File: src/rtl/edge_pulse_pkg.sv
// Shared definitions for the edge_pulse_delay block.
//   MODE_*      : edge-select encodings for the common mode input
//   ep_state_t  : per-channel FSM state
package edge_pulse_pkg;

  localparam logic [1:0] MODE_OFF  = 2'b00;
  localparam logic [1:0] MODE_RISE = 2'b01;
  localparam logic [1:0] MODE_FALL = 2'b10;
  localparam logic [1:0] MODE_BOTH = 2'b11;

  typedef enum logic [1:0] {
    IDLE  = 2'd0,
    WAIT  = 2'd1,
    PULSE = 2'd2
  } ep_state_t;

endpackage

File: src/rtl/edge_pulse_channel.sv
// One channel of the edge-to-pulse generator.
//   clk, rst     : clock, synchronous active-high reset
//   sig_in       : asynchronous input for this channel
//   arm_done     : high once the shared arming window after reset has elapsed
//   mode         : edge select (bit0 = rising, bit1 = falling)
//   delay        : cycles from acceptance to pulse start
//   pulse_width  : pulse length in cycles, 0 behaves as 1
//   retrig       : 1 = edges while busy restart, 0 = ignored and flagged
//   clr_ovr      : clears ovr (a simultaneous set wins)
//   sig_out      : registered output pulse
//   busy         : channel in WAIT or PULSE
//   ovr          : sticky lost-event flag
module edge_pulse_channel
  import edge_pulse_pkg::*;
#(
  parameter int SYNC_STAGES = 2,
  parameter int DELAY_W     = 8,
  parameter int WIDTH_W     = 8
) (
  input  logic               clk,
  input  logic               rst,
  input  logic               sig_in,
  input  logic               arm_done,
  input  logic [1:0]         mode,
  input  logic [DELAY_W-1:0] delay,
  input  logic [WIDTH_W-1:0] pulse_width,
  input  logic               retrig,
  input  logic               clr_ovr,
  output logic               sig_out,
  output logic               busy,
  output logic               ovr
);

  localparam int CNT_W = (DELAY_W > WIDTH_W) ? DELAY_W : WIDTH_W;

  logic [SYNC_STAGES-1:0] sync_p0;
  logic                   prev_p1;
  logic                   sync_last;
  logic                   strobe;
  logic                   accept;

  ep_state_t              state_q, state_d;
  logic [CNT_W-1:0]       cnt_q, cnt_d;
  logic [WIDTH_W-1:0]     pw_q, pw_d;
  logic                   ovr_set;

  // Counter load for the PULSE phase: a zero width still yields one cycle.
  function automatic logic [CNT_W-1:0] pw_load(input logic [WIDTH_W-1:0] pw);
    logic [CNT_W-1:0] ext;
    ext = CNT_W'(pw);
    return (pw == '0) ? '0 : (ext - CNT_W'(1));
  endfunction

  // Counter load for the WAIT phase; only used when delay is non-zero.
  function automatic logic [CNT_W-1:0] dly_load(input logic [DELAY_W-1:0] d);
    logic [CNT_W-1:0] ext;
    ext = CNT_W'(d);
    return ext - CNT_W'(1);
  endfunction

  assign sync_last = sync_p0[SYNC_STAGES-1];

  // Stage p1 boundary: edge compare between last sync flop and prev flop.
  assign strobe = arm_done &
                  ((mode[0] &  sync_last & ~prev_p1) |
                   (mode[1] & ~sync_last &  prev_p1));

  // IDLE always accepts; a busy channel accepts only when retriggering.
  assign accept = strobe & ((state_q == IDLE) | retrig);

  always_comb begin
    state_d = state_q;
    cnt_d   = cnt_q;
    pw_d    = pw_q;
    ovr_set = 1'b0;
    if (accept) begin
      pw_d = pulse_width;
      if (delay == '0) begin
        state_d = PULSE;
        cnt_d   = pw_load(pulse_width);
      end else begin
        state_d = WAIT;
        cnt_d   = dly_load(delay);
      end
    end else begin
      ovr_set = strobe;
      case (state_q)
        WAIT: begin
          if (cnt_q == '0) begin
            state_d = PULSE;
            cnt_d   = pw_load(pw_q);
          end else begin
            cnt_d = cnt_q - CNT_W'(1);
          end
        end
        PULSE: begin
          if (cnt_q == '0) begin
            state_d = IDLE;
          end else begin
            cnt_d = cnt_q - CNT_W'(1);
          end
        end
        default: ;
      endcase
    end
  end

  // Stage p0 boundary: synchroniser shift, prev flop, FSM and output registers.
  always_ff @(posedge clk) begin
    if (rst) begin
      sync_p0 <= '0;
      prev_p1 <= 1'b0;
      state_q <= IDLE;
      cnt_q   <= '0;
      pw_q    <= '0;
      sig_out <= 1'b0;
      busy    <= 1'b0;
      ovr     <= 1'b0;
    end else begin
      sync_p0 <= {sync_p0[SYNC_STAGES-2:0], sig_in};
      prev_p1 <= sync_last;
      state_q <= state_d;
      cnt_q   <= cnt_d;
      pw_q    <= pw_d;
      sig_out <= (state_d == PULSE);
      busy    <= (state_d != IDLE);
      ovr     <= ovr_set | (ovr & ~clr_ovr);
    end
  end

endmodule

File: src/rtl/edge_pulse_delay.sv
// Multi-channel edge-to-pulse generator with programmable delay and width.
//   clk, rst     : clock, synchronous active-high reset
//   sig_in       : N_CH asynchronous inputs
//   mode         : common edge select (00 off, 01 rise, 10 fall, 11 both)
//   delay        : cycles from accepted edge to pulse start
//   pulse_width  : pulse length in cycles (0 treated as 1)
//   retrig       : restart on edges while busy when 1, flag them when 0
//   clr_ovr      : clears all ovr flags
//   sig_out      : N_CH registered pulses
//   busy         : N_CH channel-active flags
//   ovr          : N_CH sticky lost-event flags
module edge_pulse_delay
  import edge_pulse_pkg::*;
#(
  parameter int N_CH        = 4,
  parameter int SYNC_STAGES = 2,
  parameter int DELAY_W     = 8,
  parameter int WIDTH_W     = 8
) (
  input  logic               clk,
  input  logic               rst,
  input  logic [N_CH-1:0]    sig_in,
  input  logic [1:0]         mode,
  input  logic [DELAY_W-1:0] delay,
  input  logic [WIDTH_W-1:0] pulse_width,
  input  logic               retrig,
  input  logic               clr_ovr,
  output logic [N_CH-1:0]    sig_out,
  output logic [N_CH-1:0]    busy,
  output logic [N_CH-1:0]    ovr
);

  localparam int              ARM_W    = $clog2(SYNC_STAGES + 2);
  localparam logic [ARM_W-1:0] ARM_LOAD = ARM_W'(SYNC_STAGES + 1);

  logic [ARM_W-1:0] arm_cnt_q;
  logic             arm_done;

  // Holds strobes off until the synchronisers and prev flops have filled
  // with the real input level, so a level already high at release is silent.
  always_ff @(posedge clk) begin
    if (rst) begin
      arm_cnt_q <= ARM_LOAD;
    end else if (arm_cnt_q != '0) begin
      arm_cnt_q <= arm_cnt_q - ARM_W'(1);
    end
  end

  assign arm_done = (arm_cnt_q == '0);

  for (genvar i = 0; i < N_CH; i++) begin : g_ch
    edge_pulse_channel #(
      .SYNC_STAGES (SYNC_STAGES),
      .DELAY_W     (DELAY_W),
      .WIDTH_W     (WIDTH_W)
    ) u_ch (
      .clk         (clk),
      .rst         (rst),
      .sig_in      (sig_in[i]),
      .arm_done    (arm_done),
      .mode        (mode),
      .delay       (delay),
      .pulse_width (pulse_width),
      .retrig      (retrig),
      .clr_ovr     (clr_ovr),
      .sig_out     (sig_out[i]),
      .busy        (busy[i]),
      .ovr         (ovr[i])
    );
  end

endmodule

File: config.mk
export PLATFORM = sky130hd
export DESIGN_NAME = edge_pulse_delay
export DESIGN_NICKNAME = d
export VERILOG_FILES = /design/src/rtl/edge_pulse_pkg.sv /design/src/rtl/edge_pulse_channel.sv /design/src/rtl/edge_pulse_delay.sv
export SDC_FILE = /design/constraint.sdc
export NUM_CORES = 1
export LEC_CHECK = 0
export ABC_AREA = 1
export CORE_MARGIN = 10
export CORE_UTILIZATION = 54
export CTS_CLUSTER_DIAMETER = 50
export DETAILED_ROUTE_END_ITERATION = 8
export PLACE_DENSITY_LB_ADDON = 0.25
export SYNTH_ARGS = -nofsm -noshare
export SYNTH_HDL_FRONTEND = slang
export SYNTH_SLANG_ARGS = --single-unit
File: constraint.sdc
create_clock -name clk -period 3.35 [get_ports clk]
set_input_delay 0.67 -clock clk [delete_from_list [all_inputs] [get_ports clk]]
set_output_delay 0.67 -clock clk [all_outputs]
set_load 0.005 [all_outputs]
==> results of run 1 <==
## state kept, by name, summed over array words and instances, names as in the netlist
name and flops:
arm_cnt_q 2, g_ch.u_ch.busy 4, g_ch.u_ch.cnt_q 32, g_ch.u_ch.ovr 4, g_ch.u_ch.prev_p1 4, g_ch.u_ch.pw_q 32, g_ch.u_ch.sig_out 4, g_ch.u_ch.state_q 8
g_ch.u_ch.sync_p0 8
## worst register-to-register path, cell delays in order, from the launching register on
cell     delay [ns]
dfxtp_1        0.32
inv_1          0.05
ha_1           0.40
nand3_1        0.20
nor2_4         0.48
inv_2          0.18
nand2_4        0.13
inv_2          0.05
nand2_1        0.05
nand2_1        0.05
nor2_1         0.08
nor2_1         0.04
## power by group through the flow
| stage | sequential (W) | combinational [W] | clock, W |
|---|---|---|---|
| global placement | 0.00135 | 0.00163 | 0 |
| finish | 0.00133 | 0.00164 | 0.00104 |
| global route | 0.00134 | 0.00189 | 0.00110 |
| detailed placement | 0.00136 | 0.00164 | 0 |
| floorplan | 0.00134 | 0.00133 | 0 |
| CTS | 0.00133 | 0.00165 | 0.00106 |
## per-layer routing
| layer | vias up | share of wire [%] |
|---|---|---|
| li1 | 3129 | - |
| met1 | 2623 | 48 |
| met2 | 134 | 45 |
| met3 | 27 | 5.2 |
| met4 | 0 | 2.2 |
| met5 | - | 0 |
## cell type report
cell class | count | share of cell area [%]
Tap cell | 143 | 2.52
Timing Repair Buffer | 40 | 5.53
Multi-Input combinational cell | 699 | 52.5
Clock inverter | 3 | 0.563
Sequential cell | 98 | 27.6
Inverter | 147 | 7.76
Clock buffer | 11 | 3.56
## metrics by stage
step                      hold WS [ns]  utilization, %  instances
after global placement           0.397            58.9       1127
final                            0.408            61.5       1141
after CTS                        0.412            61.5       1141
after detailed placement         0.402            58.9       1127
after floorplan                  0.388               -        976
after global routing             0.422            61.5       1141
## synth_stat cells, types with 4 or more instances
cell        n  area share [%]
a21oi_1    45             3.5
a21oi_2     5            0.68
a31oi_1     6            0.58
buf_2       6            0.47
buf_4      17             2.0
clkbuf_1    9            0.52
dfxtp_1    98              30
ha_1       28             5.4
inv_1     128             7.5
inv_2      17            0.99
nand2_1   220              13
nand2_2     9            0.87
nand3_1    74             5.8
nand3_2     6            0.93
nand3_4     4             1.1
nand4_1    13             1.3
nor2_1    128             7.5
nor2_2      7            0.68
nor2_4      7             1.2
nor2_8      4             1.2
nor3_1      4            0.31
o211ai_1    7            0.82
o21ai_0    65             5.1
o21ai_1    19             1.5
xnor2_1     7            0.95
xor2_1     21             2.9
## final timing paths
path | end | depth (start not counted) | from
worst max-delay path | g_ch[1].u_ch.cnt_q[7] | 12 | mode[1]
worst max register to register | g_ch[1].u_ch.cnt_q[7] | 11 | arm_cnt_q[0]
worst min register to register | g_ch[3].u_ch.sync_p0[1] | 2 | g_ch[3].u_ch.sync_p0[0]
worst min-delay path | g_ch[3].u_ch.sync_p0[1] | 2 | g_ch[3].u_ch.sync_p0[0]
## logic make-up (layout without fill, tap and decap cells)
logic type               Yosys count  count (layout)  share of synthesized area, %
AND/OR/NAND/NOR                  486             486                          35.0
buffers and inverters            179             201                          11.5
AO/OA/AOI/OAI                    157             157                          13.8
flip-flops                        98              98                          30.5
adder cells (fa/ha/maj)           28              28                          5.44
XOR/XNOR                          28              28                          3.81
==> flow_summary.toml, run 1 <==
[global_routing]
met3_usage_pct = 3.43
antenna_found_initial = 1
grt-busiest-layer = "met2"
grt.overflow.total = 0
grt_pass1_wl_um = 25600
grt_max_degree = 51
gr-usage-met2_pct = 30.8
grt_util_met1_pct = 23.7
grt_pass1_vias = 5500
grt_usage_pct = 18.7

[yosys]
ys_seq_area_share_pct = 30.5
synth_edf_count = 0
synth_fp_nets = 1030
synthesis.area_mm2 = 0.00644
ys_ff_latch = 98
synth-warning-count = 0
yosysUniqueCellTypes = 39
syn_area_per_cell_um2 = 6.59
synthArstFlopShare_pct = 0
netlist_instances = 976
synth_flop_cell = "dfxtp_1"

[clocking]
cts_hold_buf = 0
post-cts-setup-buffer-count = 0
cts_buffers = 9
cts_root_buf = "clkbuf_16"
clk_pin_slew_ns = 0.06
h-tree-depth = 3
clock-sinks = 98
cts-resized-gates = 0
clock_path_buffers = 2
cts_tree = "built"
clk-insertion-delay-late_ns = 0.35

[power_and_ir_drop]
sw_frac_of_total_pct = 38.2
p_switching_w = 0.00153
seq_power_share_pct = 33.2
p_total_w = 0.00401
power_density_mw_per_mm2 = 564
combPwrFrac_pct = 41.0
peakVddDrop_v = 0.000250
power_leakage_nw = 3.33
intPower_w = 0.00248
clock_power_share_pct = 25.9

[floorplan]
io_pins = 38
fp.dieArea_mm2 = 0.0167
core_mm2 = 0.0116
die_h_um = 129
rows = 39
initial_core_util_pct = 55.7
die_w_um = 129

[routing]
wl_per_cell_um = 13.3
post_drt_via_cell_ratio = 5.18
drt-total-wl_um = 15200
via_count = 5913
first_pass_iters = 7
drt-initial-drc-count = 375
route.detailed.drc = 0
antenna_left = 0

[timing]
finalCritPeriodShare_pct = 71.9
setup_slack_ns = 0.943
fmax_mhz = 415
hold_violations = 0
skew_ns = 0.00575
slew_headroom_pct = 61.6
setup_tns_ns = 0
setup_viol = 0
rsz0062_at_grt = "false"
drv_slew = 0
min_period_ns = 2.41
tightest_slew_ns = 0.572

[cells_and_area]
seq_area_mm2 = 0.00196
nets = 1049
drive_gt1_share_pct = 8.82
multi_input_area_mm2 = 0.00373
fillers = 1086
final_common_cell = "nand2_1"
layout_common_cells = "nand2_1 (220), nor2_1 (128), inv_1 (128)"
insertedDiodeCount = 0
final_cell_area_mm2 = 0.00711
area_growth_pct = 10.5

[placement]
gp_congestion = 0.921
place_ws_ns = 0.606
dp_hpwl_um = 11200
postPlaceCellArea_mm2 = 0.00682
io_buffers = 37

[setup_path]
crit_buf_inv = 4
crit_slowest_cell = "clkdlybuf4s50_1"
arrival_ns = 2.63
critPathKind = "input port to flip-flop"
crit_family = "simple AND/OR/NAND/NOR gates"
rrSetupSlack_ns = 1.19
worstPathRequired_ns = 3.58
end_kind = "flip-flop"
crit_path_max_incr_delay_ns = 0.48
path_max_fanout = 25
cp-start-kind = "input port"
path_cells = "clkdlybuf4s50_1 -> inv_1 -> o21ai_1 -> nand3_1 -> nor2_4 -> inv_2 -> nand2_4 -> inv_2 -> nand2_1 -> nand2_1 -> nor2_1 -> nor2_1"

[worst_hold_path]
hp-class = "flip-flop to flip-flop"

[job]
maxCapViolCount = 0

[outcome]
status = "finished clean"
Power figures use the tool's default switching activity.
==> run 2: changes to the inputs <==
Clock period 3.35 ns to 2.3 ns, I/O delays scaled along.
==> run 2 against run 1 <==
  * Sequential share of layout area is 1.0 points lower
  * Sequential cell count stayed put
  * Cell count is 2.8% higher
  * Sequential power is 46% higher
  * Critical path type unchanged
  * Critical endpoint is now g_ch[1].u_ch.cnt_q[5]
  * Clock skew is 0.0026 ns higher
  * Non-clock buffer count is 30 higher
  * Utilization is 2.4 points higher
  * Cell area is 3.9% higher
  * First-iteration DRC count is 5.3% higher
  * Worst setup slack worse by 0.63 ns
  * Via count is 2.2% higher
  * Global-route usage is 0.19 points higher
==> flow_summary.toml, run 2 (synthesis results as in run 1) <==
[setup_path]
cp-start-kind = "input port"
end_kind = "flip-flop"
ff2ff_path_depth = 11
critPathKind = "input port to flip-flop"
rrSetupSlack_ns = 0.50
path_max_fanout = 11
timing.rr.start = "arm_cnt_q[0]"
worstReg2RegEnd = "g_ch[1].u_ch.cnt_q[7]"
worstPathRequired_ns = 2.61
arrival_ns = 2.30

[cells_and_area]
top_regs = "g_ch.u_ch.cnt_q (32), g_ch.u_ch.pw_q (32)"
insertedDiodeCount = 0
area_growth_pct = 14.8
final_common_cell = "nand2_1"
layout_common_cells = "nand2_1 (220), nor2_1 (128), inv_1 (128)"
fillers = 1051
drive_gt1_share_pct = 11.6
nets = 1079

[timing]
rsz0062_at_grt = "false"
min_period_ns = 1.99
setup_viol = 0
finalCritPeriodShare_pct = 86.6
skew_ns = 0.00838
slew_headroom_pct = 66.0
hold_violations = 0
tightest_slew_ns = 0.506
setup_tns_ns = 0
drv_slew = 0
fmax_mhz = 502

[placement]
io_buffers = 37
dp_hpwl_um = 11500
gp_congestion = 0.904

[floorplan]
fp.dieArea_mm2 = 0.0167
rows = 39
io_pins = 38
core_mm2 = 0.0116
die_h_um = 129
initial_core_util_pct = 55.7
die_w_um = 129

[job]
maxCapViolCount = 0

[worst_hold_path]
hold_end = "g_ch[2].u_ch.sync_p0[1]"
min_path_cells = 2
min-delay-start = "g_ch[2].u_ch.sync_p0[0]"
hp-class = "flip-flop to flip-flop"

[clocking]
clk_pin_slew_ns = 0.07
cts_buffers = 9
clk-insertion-delay-late_ns = 0.36
cts_tree = "built"
clock-sinks = 98
h-tree-depth = 3
cts_hold_buf = 0
post-cts-setup-buffer-count = 0
cts_root_buf = "clkbuf_16"
clock_path_buffers = 2
cts-resized-gates = 0

[routing]
drt-initial-drc-count = 395
antenna_left = 0
via_count = 6046
first_pass_iters = 5
wl_per_cell_um = 13.0
drt-total-wl_um = 15300
route.detailed.drc = 0
post_drt_via_cell_ratio = 5.15

[global_routing]
grt_pass1_vias = 5596
antenna_found_initial = 0
grt_usage_pct = 18.9
grt.overflow.total = 0
grt_max_degree = 51
grt_pass1_wl_um = 25800

[power_and_ir_drop]
peakVddDrop_v = 0.000350
p_total_w = 0.00602
power_leakage_nw = 3.49
power_density_mw_per_mm2 = 815

[outcome]
status = "finished clean"
[run 2: report_power, final]
part	internal, W	switching, W	total [W]
registers	0.00184	0.000100	0.00194
logic	0.000921	0.00152	0.00244
clock network	0.000957	0.000683	0.00164
total	0.00372	0.00230	0.00602
[run 2: through the flow]
step	instance area, µm²	setup slack, ns	hold WS, ns	cells	util [%]
2_1_floorplan	6440	0.566	0.388	976	-
3_3_place_gp	7070	0.0538	0.393	1157	61.1
3_5_place_dp	7070	-0.0448	0.401	1157	61.1
4_1_cts	7390	0.312	0.412	1173	63.9
5_1_grt	7390	0.128	0.424	1173	63.9
6_report	7390	0.308	0.407	1173	63.9
[run 2: worst max-delay path by stage]
| stage | startpoint | end | slack, ns | cells past startpoint |
|---|---|---|---|---|
| after floorplan | delay[0] | g_ch[2].u_ch.cnt_q[3] | 0.57 | 12 |
| after global placement | delay[0] | g_ch[3].u_ch.cnt_q[7] | 0.05 | 13 |
| after detailed placement | delay[1] | g_ch[3].u_ch.cnt_q[7] | -0.04 | 13 |
| after CTS | delay[1] | g_ch[3].u_ch.cnt_q[7] | 0.31 | 13 |
| after global routing | delay[1] | g_ch[3].u_ch.cnt_q[7] | 0.13 | 13 |
| final | delay[1] | g_ch[1].u_ch.cnt_q[5] | 0.31 | 13 |
[run 2: critical path, cell delays in order]
cell             delay, ns
clkdlybuf4s50_1       0.42
inv_1                 0.06
ha_1                  0.17
nand3_2               0.12
nor2_4                0.17
inv_2                 0.13
nor2_1                0.18
nand3_1               0.09
nand2_1               0.22
nand2_1               0.08
nand3_1               0.09
nand2_1               0.05
inv_1                 0.05
[run 2: cell type report]
cell class                 count  area [µm²]  area share [%]
clock inverter                 6        91.3            1.24
timing repair buffer          70         643            8.71
multi-input combinational    699        3730            50.5
clock buffer                  10         229            3.10
tap                          143         179            2.42
sequential                    98        1960            26.6
inverter                     147         552            7.47
[run 2: per-layer routing]
layer | wire, µm | share of wire, % | global-route usage [%]
met2 | 6910 | 45 | 31.0
met4 | 325 | 2.1 | 7.29
met5 | 0 | 0 | 0
met3 | 944 | 6.2 | 4.36
met1 | 7110 | 46 | 23.5
